--- src/rtl/timing_check_monitor.sv ---
// timing_check_monitor: synthesisable multi-channel setup/hold window checker.
// Each channel measures data/reference event spacing in clk cycles and logs violations.
module timing_check_monitor #(
  parameter int CHANNELS  = 4,
  parameter int SETUP_CYC = 2,
  parameter int HOLD_CYC  = 2,
  parameter int CNT_W     = 8
) (
  input  logic                        clk,
  input  logic                        rst_n,
  input  logic [CHANNELS-1:0]         data_i,
  input  logic [CHANNELS-1:0]         ref_i,
  input  logic [CHANNELS-1:0]         cond_i,
  input  logic [2*CHANNELS-1:0]       data_edge_i,
  input  logic [2*CHANNELS-1:0]       ref_edge_i,
  input  logic                        clr_i,
  output logic [CHANNELS-1:0]         setup_viol_o,
  output logic [CHANNELS-1:0]         hold_viol_o,
  output logic [CHANNELS-1:0]         notifier_o,
  output logic [CHANNELS*CNT_W-1:0]   viol_cnt_o,
  output logic [CHANNELS-1:0]         sticky_o,
  output logic                        irq_o
);

  localparam int MAXD = (SETUP_CYC > HOLD_CYC) ? SETUP_CYC : HOLD_CYC;
  localparam int DW   = (MAXD < 2) ? 1 : $clog2(MAXD + 1);
  localparam logic [DW-1:0] MAXD_L  = DW'(MAXD);
  localparam logic [DW-1:0] SETUP_L = DW'(SETUP_CYC);
  localparam logic [DW-1:0] HOLD_L  = DW'(HOLD_CYC);

  // Sampled inputs: *_smp_r holds the value taken at the latest edge, *_prv_r the one before.
  logic [CHANNELS-1:0]       data_smp_r;
  logic [CHANNELS-1:0]       data_prv_r;
  logic [CHANNELS-1:0]       ref_smp_r;
  logic [CHANNELS-1:0]       ref_prv_r;
  logic [CHANNELS-1:0]       cond_smp_r;
  logic [2*CHANNELS-1:0]     dsel_smp_r;
  logic [2*CHANNELS-1:0]     rsel_smp_r;
  logic                      prime_r;
  logic                      evt_vld_r;

  logic [DW-1:0]             d_cnt_r [CHANNELS];
  logic [DW-1:0]             r_cnt_r [CHANNELS];
  logic [DW-1:0]             d_nxt_s [CHANNELS];
  logic [DW-1:0]             r_nxt_s [CHANNELS];

  logic [CHANNELS-1:0]       d_evt_s;
  logic [CHANNELS-1:0]       r_evt_s;
  logic [CHANNELS-1:0]       setup_s;
  logic [CHANNELS-1:0]       hold_s;
  logic [CHANNELS-1:0]       viol_s;

  logic [CHANNELS*CNT_W-1:0] cnt_r;
  logic [CHANNELS*CNT_W-1:0] cnt_nxt_s;
  logic [CNT_W-1:0]          cnt_base_s;
  logic [CHANNELS-1:0]       sticky_r;
  logic [CHANNELS-1:0]       sticky_nxt_s;
  logic [CHANNELS-1:0]       setup_r;
  logic [CHANNELS-1:0]       hold_r;
  logic [CHANNELS-1:0]       notifier_r;
  logic                      irq_r;

  function automatic logic edge_hit(input logic prv, input logic cur, input logic [1:0] sel);
    logic hit;
    case (sel)
      2'b01:   hit = ~prv & cur;
      2'b10:   hit = prv & ~cur;
      2'b11:   hit = prv ^ cur;
      default: hit = 1'b0;
    endcase
    return hit;
  endfunction

  // Event detection and distance update; a coincident pair resolves to setup first.
  always_comb begin
    d_evt_s = {CHANNELS{1'b0}};
    r_evt_s = {CHANNELS{1'b0}};
    setup_s = {CHANNELS{1'b0}};
    hold_s  = {CHANNELS{1'b0}};
    for (int c = 0; c < CHANNELS; c++) begin
      d_nxt_s[c] = MAXD_L;
      r_nxt_s[c] = MAXD_L;
      if (evt_vld_r) begin
        d_evt_s[c] = edge_hit(data_prv_r[c], data_smp_r[c], dsel_smp_r[2*c +: 2]) & cond_smp_r[c];
        r_evt_s[c] = edge_hit(ref_prv_r[c], ref_smp_r[c], rsel_smp_r[2*c +: 2]);
      end else begin
        d_evt_s[c] = 1'b0;
        r_evt_s[c] = 1'b0;
      end
      if (d_evt_s[c]) begin
        d_nxt_s[c] = {DW{1'b0}};
      end else if (d_cnt_r[c] >= MAXD_L) begin
        d_nxt_s[c] = MAXD_L;
      end else begin
        d_nxt_s[c] = d_cnt_r[c] + DW'(1);
      end
      if (r_evt_s[c]) begin
        r_nxt_s[c] = {DW{1'b0}};
      end else if (r_cnt_r[c] >= MAXD_L) begin
        r_nxt_s[c] = MAXD_L;
      end else begin
        r_nxt_s[c] = r_cnt_r[c] + DW'(1);
      end
      setup_s[c] = r_evt_s[c] & (d_nxt_s[c] < SETUP_L);
      hold_s[c]  = d_evt_s[c] & ~setup_s[c] & (r_nxt_s[c] < HOLD_L);
    end
  end

  assign viol_s = setup_s | hold_s;

  // Counter and sticky next state; a violation landing with clr_i still records.
  always_comb begin
    cnt_nxt_s    = cnt_r;
    cnt_base_s   = {CNT_W{1'b0}};
    sticky_nxt_s = clr_i ? viol_s : (sticky_r | viol_s);
    for (int c = 0; c < CHANNELS; c++) begin
      cnt_base_s = clr_i ? {CNT_W{1'b0}} : cnt_r[c*CNT_W +: CNT_W];
      if (viol_s[c] && !(&cnt_base_s)) begin
        cnt_nxt_s[c*CNT_W +: CNT_W] = cnt_base_s + CNT_W'(1);
      end else begin
        cnt_nxt_s[c*CNT_W +: CNT_W] = cnt_base_s;
      end
    end
  end

  // Sampling pipeline and priming: events become valid from the second edge after reset.
  always_ff @(posedge clk or negedge rst_n) begin
    if (!rst_n) begin
      data_smp_r <= {CHANNELS{1'b0}};
      data_prv_r <= {CHANNELS{1'b0}};
      ref_smp_r  <= {CHANNELS{1'b0}};
      ref_prv_r  <= {CHANNELS{1'b0}};
      cond_smp_r <= {CHANNELS{1'b0}};
      dsel_smp_r <= {(2*CHANNELS){1'b0}};
      rsel_smp_r <= {(2*CHANNELS){1'b0}};
      prime_r    <= 1'b0;
      evt_vld_r  <= 1'b0;
    end else begin
      data_smp_r <= data_i;
      data_prv_r <= data_smp_r;
      ref_smp_r  <= ref_i;
      ref_prv_r  <= ref_smp_r;
      cond_smp_r <= cond_i;
      dsel_smp_r <= data_edge_i;
      rsel_smp_r <= ref_edge_i;
      prime_r    <= 1'b1;
      evt_vld_r  <= prime_r;
    end
  end

  // Distance counters and violation bookkeeping.
  always_ff @(posedge clk or negedge rst_n) begin
    if (!rst_n) begin
      for (int c = 0; c < CHANNELS; c++) begin
        d_cnt_r[c] <= MAXD_L;
        r_cnt_r[c] <= MAXD_L;
      end
      setup_r    <= {CHANNELS{1'b0}};
      hold_r     <= {CHANNELS{1'b0}};
      notifier_r <= {CHANNELS{1'b0}};
      cnt_r      <= {(CHANNELS*CNT_W){1'b0}};
      sticky_r   <= {CHANNELS{1'b0}};
      irq_r      <= 1'b0;
    end else begin
      for (int c = 0; c < CHANNELS; c++) begin
        d_cnt_r[c] <= d_nxt_s[c];
        r_cnt_r[c] <= r_nxt_s[c];
      end
      setup_r    <= setup_s;
      hold_r     <= hold_s;
      notifier_r <= notifier_r ^ viol_s;
      cnt_r      <= cnt_nxt_s;
      sticky_r   <= sticky_nxt_s;
      irq_r      <= |sticky_r;
    end
  end

  assign setup_viol_o = setup_r;
  assign hold_viol_o  = hold_r;
  assign notifier_o   = notifier_r;
  assign viol_cnt_o   = cnt_r;
  assign sticky_o     = sticky_r;
  assign irq_o        = irq_r;

endmodule

--- config.mk ---
export PLATFORM = sky130hd
export DESIGN_NAME = timing_check_monitor
export DESIGN_NICKNAME = d
export VERILOG_FILES = /design/src/rtl/timing_check_monitor.sv
export SDC_FILE = /design/constraint.sdc
export NUM_CORES = 1
export LEC_CHECK = 0
export BUFFER_PORTS_ARGS = -buffer_cell sky130_fd_sc_hd__buf_4
export CORE_ASPECT_RATIO = 1.25
export CORE_MARGIN = 3
export CORE_UTILIZATION = 35
export DETAILED_ROUTE_END_ITERATION = 6
export GPL_ROUTABILITY_DRIVEN = 0
export SYNTH_ARGS = -nofsm -noshare
export SYNTH_HDL_FRONTEND = slang
export SYNTH_SLANG_ARGS = --single-unit
--- constraint.sdc ---
create_clock -name clk -period 5.22 [get_ports clk]
set_clock_uncertainty 0.15 [all_clocks]
set_input_delay 0.522 -clock clk [delete_from_list [all_inputs] [get_ports clk]]
set_output_delay 0.522 -clock clk [all_outputs]
set_load 0.02 [all_outputs]
==> impl_metrics.ini <==
[pwr]
p_sw_share_pct = 26.87
power.share.clock_pct = 32.8
p_sw_uw = 538.6
irDropWorstVdd_uv = 135.2
intPower_mw = 1.466
p_per_area_mw_per_mm2 = 363.9
p_comb_share_pct = 16.5
p_leak_nw = 2.707
p_seq_share_pct = 50.7

[worst_setup_path]
crit_type = input pin to flop
cpMostUsedCell = and3_1
critPathBufInv = 1
start_kind = input pin
crit_family = simple AND/OR/NAND/NOR gates
crit_arrival_ns = 2.46
end_kind = flop
critPathMaxFanout = 33
r2r_start = data_smp_r[3]
required_ns = 5.29
critical-path-max-stage-delay_ns = 0.30
r2r_setup_slack_ns = 2.85
r2r_cells = 8
reg2reg_to = viol_cnt_o[27]
path_cells = buf_4, nor2b_1, ha_1, and3_1, and3_1, and3_1, a21oi_2, a21oi_1, a31o_1
crit_slowest_cell = a21oi_2

[clock_network]
cts_hold_buf = 0
ctsRootBufferMaster = clkbuf_16
cts_setup_buffers = 0
cts-resized-gates = 0
clock_sinks = 103
htree_num_levels = 3
cts_tree = built
clk_latency_ns = 0.34
clk_pin_slew_ns = 0.07
cts_buffer_depth = 2
numCtsBuffers = 9

[global_routing]
antenna_found_initial = 0
grt_max_degree = 56
gr-total-overflow = 0
grt_pass1_vias = 2987
grt_pass1_wl_mm = 14.11
grt_usage_pct = 12.36

[floorplan]
pin_count = 80
die_area_sq_mm = 0.01410
rows = 45
core-area_sq_mm = 0.01227
die-height_um = 132.0
die_w_um = 106.8
start_util_pct = 36.23

[placement]
dpl.hpwl_mm = 5.889
io_buffers = 79

[layout]
area_growth_syn_to_layout_pct = 23.89
drive_gt1_share_pct = 27.89
multi_input_area_sq_mm = 0.001747
nNetsFinal = 505
seqCellArea_sq_mm = 0.002587
final_common_cell = dfrtp_1
fill_cells = 1185
layout_common_cells = dfrtp_1 (95), buf_4 (80), nor2_1 (30)
diodes = 0
post-route-util_pct = 44.88

[timing]
relSlewSlack_pct = 55.54
finalHoldViolCount = 0
timing.hold.ws_ns = 0.04538
slew_viol_final = 0
max_freq_mhz = 418.9
tns_ns = 0
rsz0062_at_grt = false
layout_min_cycle_time_ns = 2.387
setup_viol = 0
fin_crit_sh_pct = 45.73
worstMarginPinSlew_ns = 0.6668

[yosys]
synth.area.top_cells = dfrtp_1 (53%), ha_1 (5.6%), dfstp_2 (4.7%)
syn_area_per_cell_sq_um = 12.08
ys.flop_type = dfrtp_1
synth_largest_area_cell = dfrtp_1
synthCells = 368
yosysWarnings = 0
synth_cell_type_count = 52
async_flop_share_pct = 100.0
syn-num-nets = 419
ys_ff_latch = 103
seq_area_frac_synth_pct = 58.19
synth_edf_count = 0
synth_top_area_share_pct = 53.46
syn_area_sq_mm = 0.004447

[drt]
drtAntennaViolNets = 0
wl_mm = 7.963
wl_per_cell_um = 12.78
drtIter0Drc = 85
drc_errors = 0
vias = 2836
viasPerCell = 4.552
drt-pass1-iter-count = 4

[status]
status = finished clean

[min_path]
hold_path.class = input pin to asynchronous set/reset pin

[job]
cap_viol_max_count = 0
[power by group through the flow]
| stage | clock (mW) | combinational, mW | sequential (mW) |
|---|---|---|---|
| global placement | 0 | 0.331 | 1.03 |
| finish | 0.657 | 0.332 | 1.02 |
| global route | 0.718 | 0.371 | 1.03 |
| detailed placement | 0 | 0.339 | 1.03 |
| floorplan | 0 | 0.155 | 1.07 |
| CTS | 0.687 | 0.339 | 1.02 |
[sequential cells by signal (all words and copies together) (netlist names)]
signal	flops
data_prv_r	4
cond_smp_r	4
irq_o	1
d_cnt_r	8
r_cnt_r	8
ref_prv_r	4
evt_vld_r	1
prime_r	1
viol_cnt_o	32
hold_viol_o	4
dsel_smp_r	8
ref_smp_r	4
sticky_o	4
notifier_o	4
rsel_smp_r	8
data_smp_r	4
setup_viol_o	4
[metrics by stage]
step / cells / setup WS [ns] / area [sq um] / total power, mW
global route: 623 / 2.669 / 5509 / 2.122
finish: 623 / 2.833 / 5509 / 2.005
floorplan: 368 / 2.685 / 4447 / 1.225
CTS: 623 / 2.817 / 5509 / 2.045
global placement: 607 / 2.579 / 5218 / 1.360
detailed placement: 607 / 2.490 / 5218 / 1.372
[layout make-up]
class	instances	area share, %
multi-input combinational	240	31.71
clock buffer	12	4.474
tap	164	3.725
inverter	20	1.408
timing repair buffer	80	10.90
clock inverter	4	0.8176
sequential	103	46.97
[cell usage after synthesis, drive strengths merged, types with 3 or more instances]
cell    number
dfrtp       95
nor2        30
nand2       28
nor2b       22
ha          20
inv         20
nand2b      18
xnor2       17
a21oi       15
nor3        13
and3         8
dfstp        8
nand4        8
mux2         6
nand3        6
xor2         6
a311oi       5
and2         5
o21ai        4
o31ai        4
a21o         3
and4         3
and4b        3
buf          3
mux2i        3
nor4         3
[how the worst max path moves through the flow]
stage                        from        endpoint  slack [ns]  depth (start not counted)
floorplan                   clr_i  viol_cnt_o[27]        2.68                          9
global placement            clr_i   viol_cnt_o[1]        2.58                          8
detailed placement          clr_i   viol_cnt_o[1]        2.49                          8
CTS                 data_smp_r[3]  viol_cnt_o[27]        2.82                          8
global route        data_smp_r[3]  viol_cnt_o[27]        2.67                          8
finish                      clr_i   viol_cnt_o[4]        2.83                          9
[cells by family (layout without fill, tap and decap cells)]
logic type                 after synthesis  after routing  synth area share (%)
adders and majority gates               20             20                 5.627
AOI/OAI and AO/OA                       35             35                 7.203
DFF                                    103            103                 58.19
xor gates and xnor gates                23             23                 4.530
other                                    1              1               0.08433
and+or+nand+nor                        152            152                 19.56
muxes                                    9              9                 2.279
buffers and inverters                   25            116                 2.532
[per-layer routing]
layer / vias to the layer above / routed length, um / part of all wire [%] / track usage, %
met4: 0 / 151 / 1.9 / 4.975
met3: 12 / 363 / 4.6 / 3.038
met1: 1346 / 3640 / 46 / 16.05
li1: 1417 / - / - / -
met5: - / 0 / 0 / 0
met2: 61 / 3806 / 48 / 19.78
No activity file was read; power rests on OpenSTA's default activity.
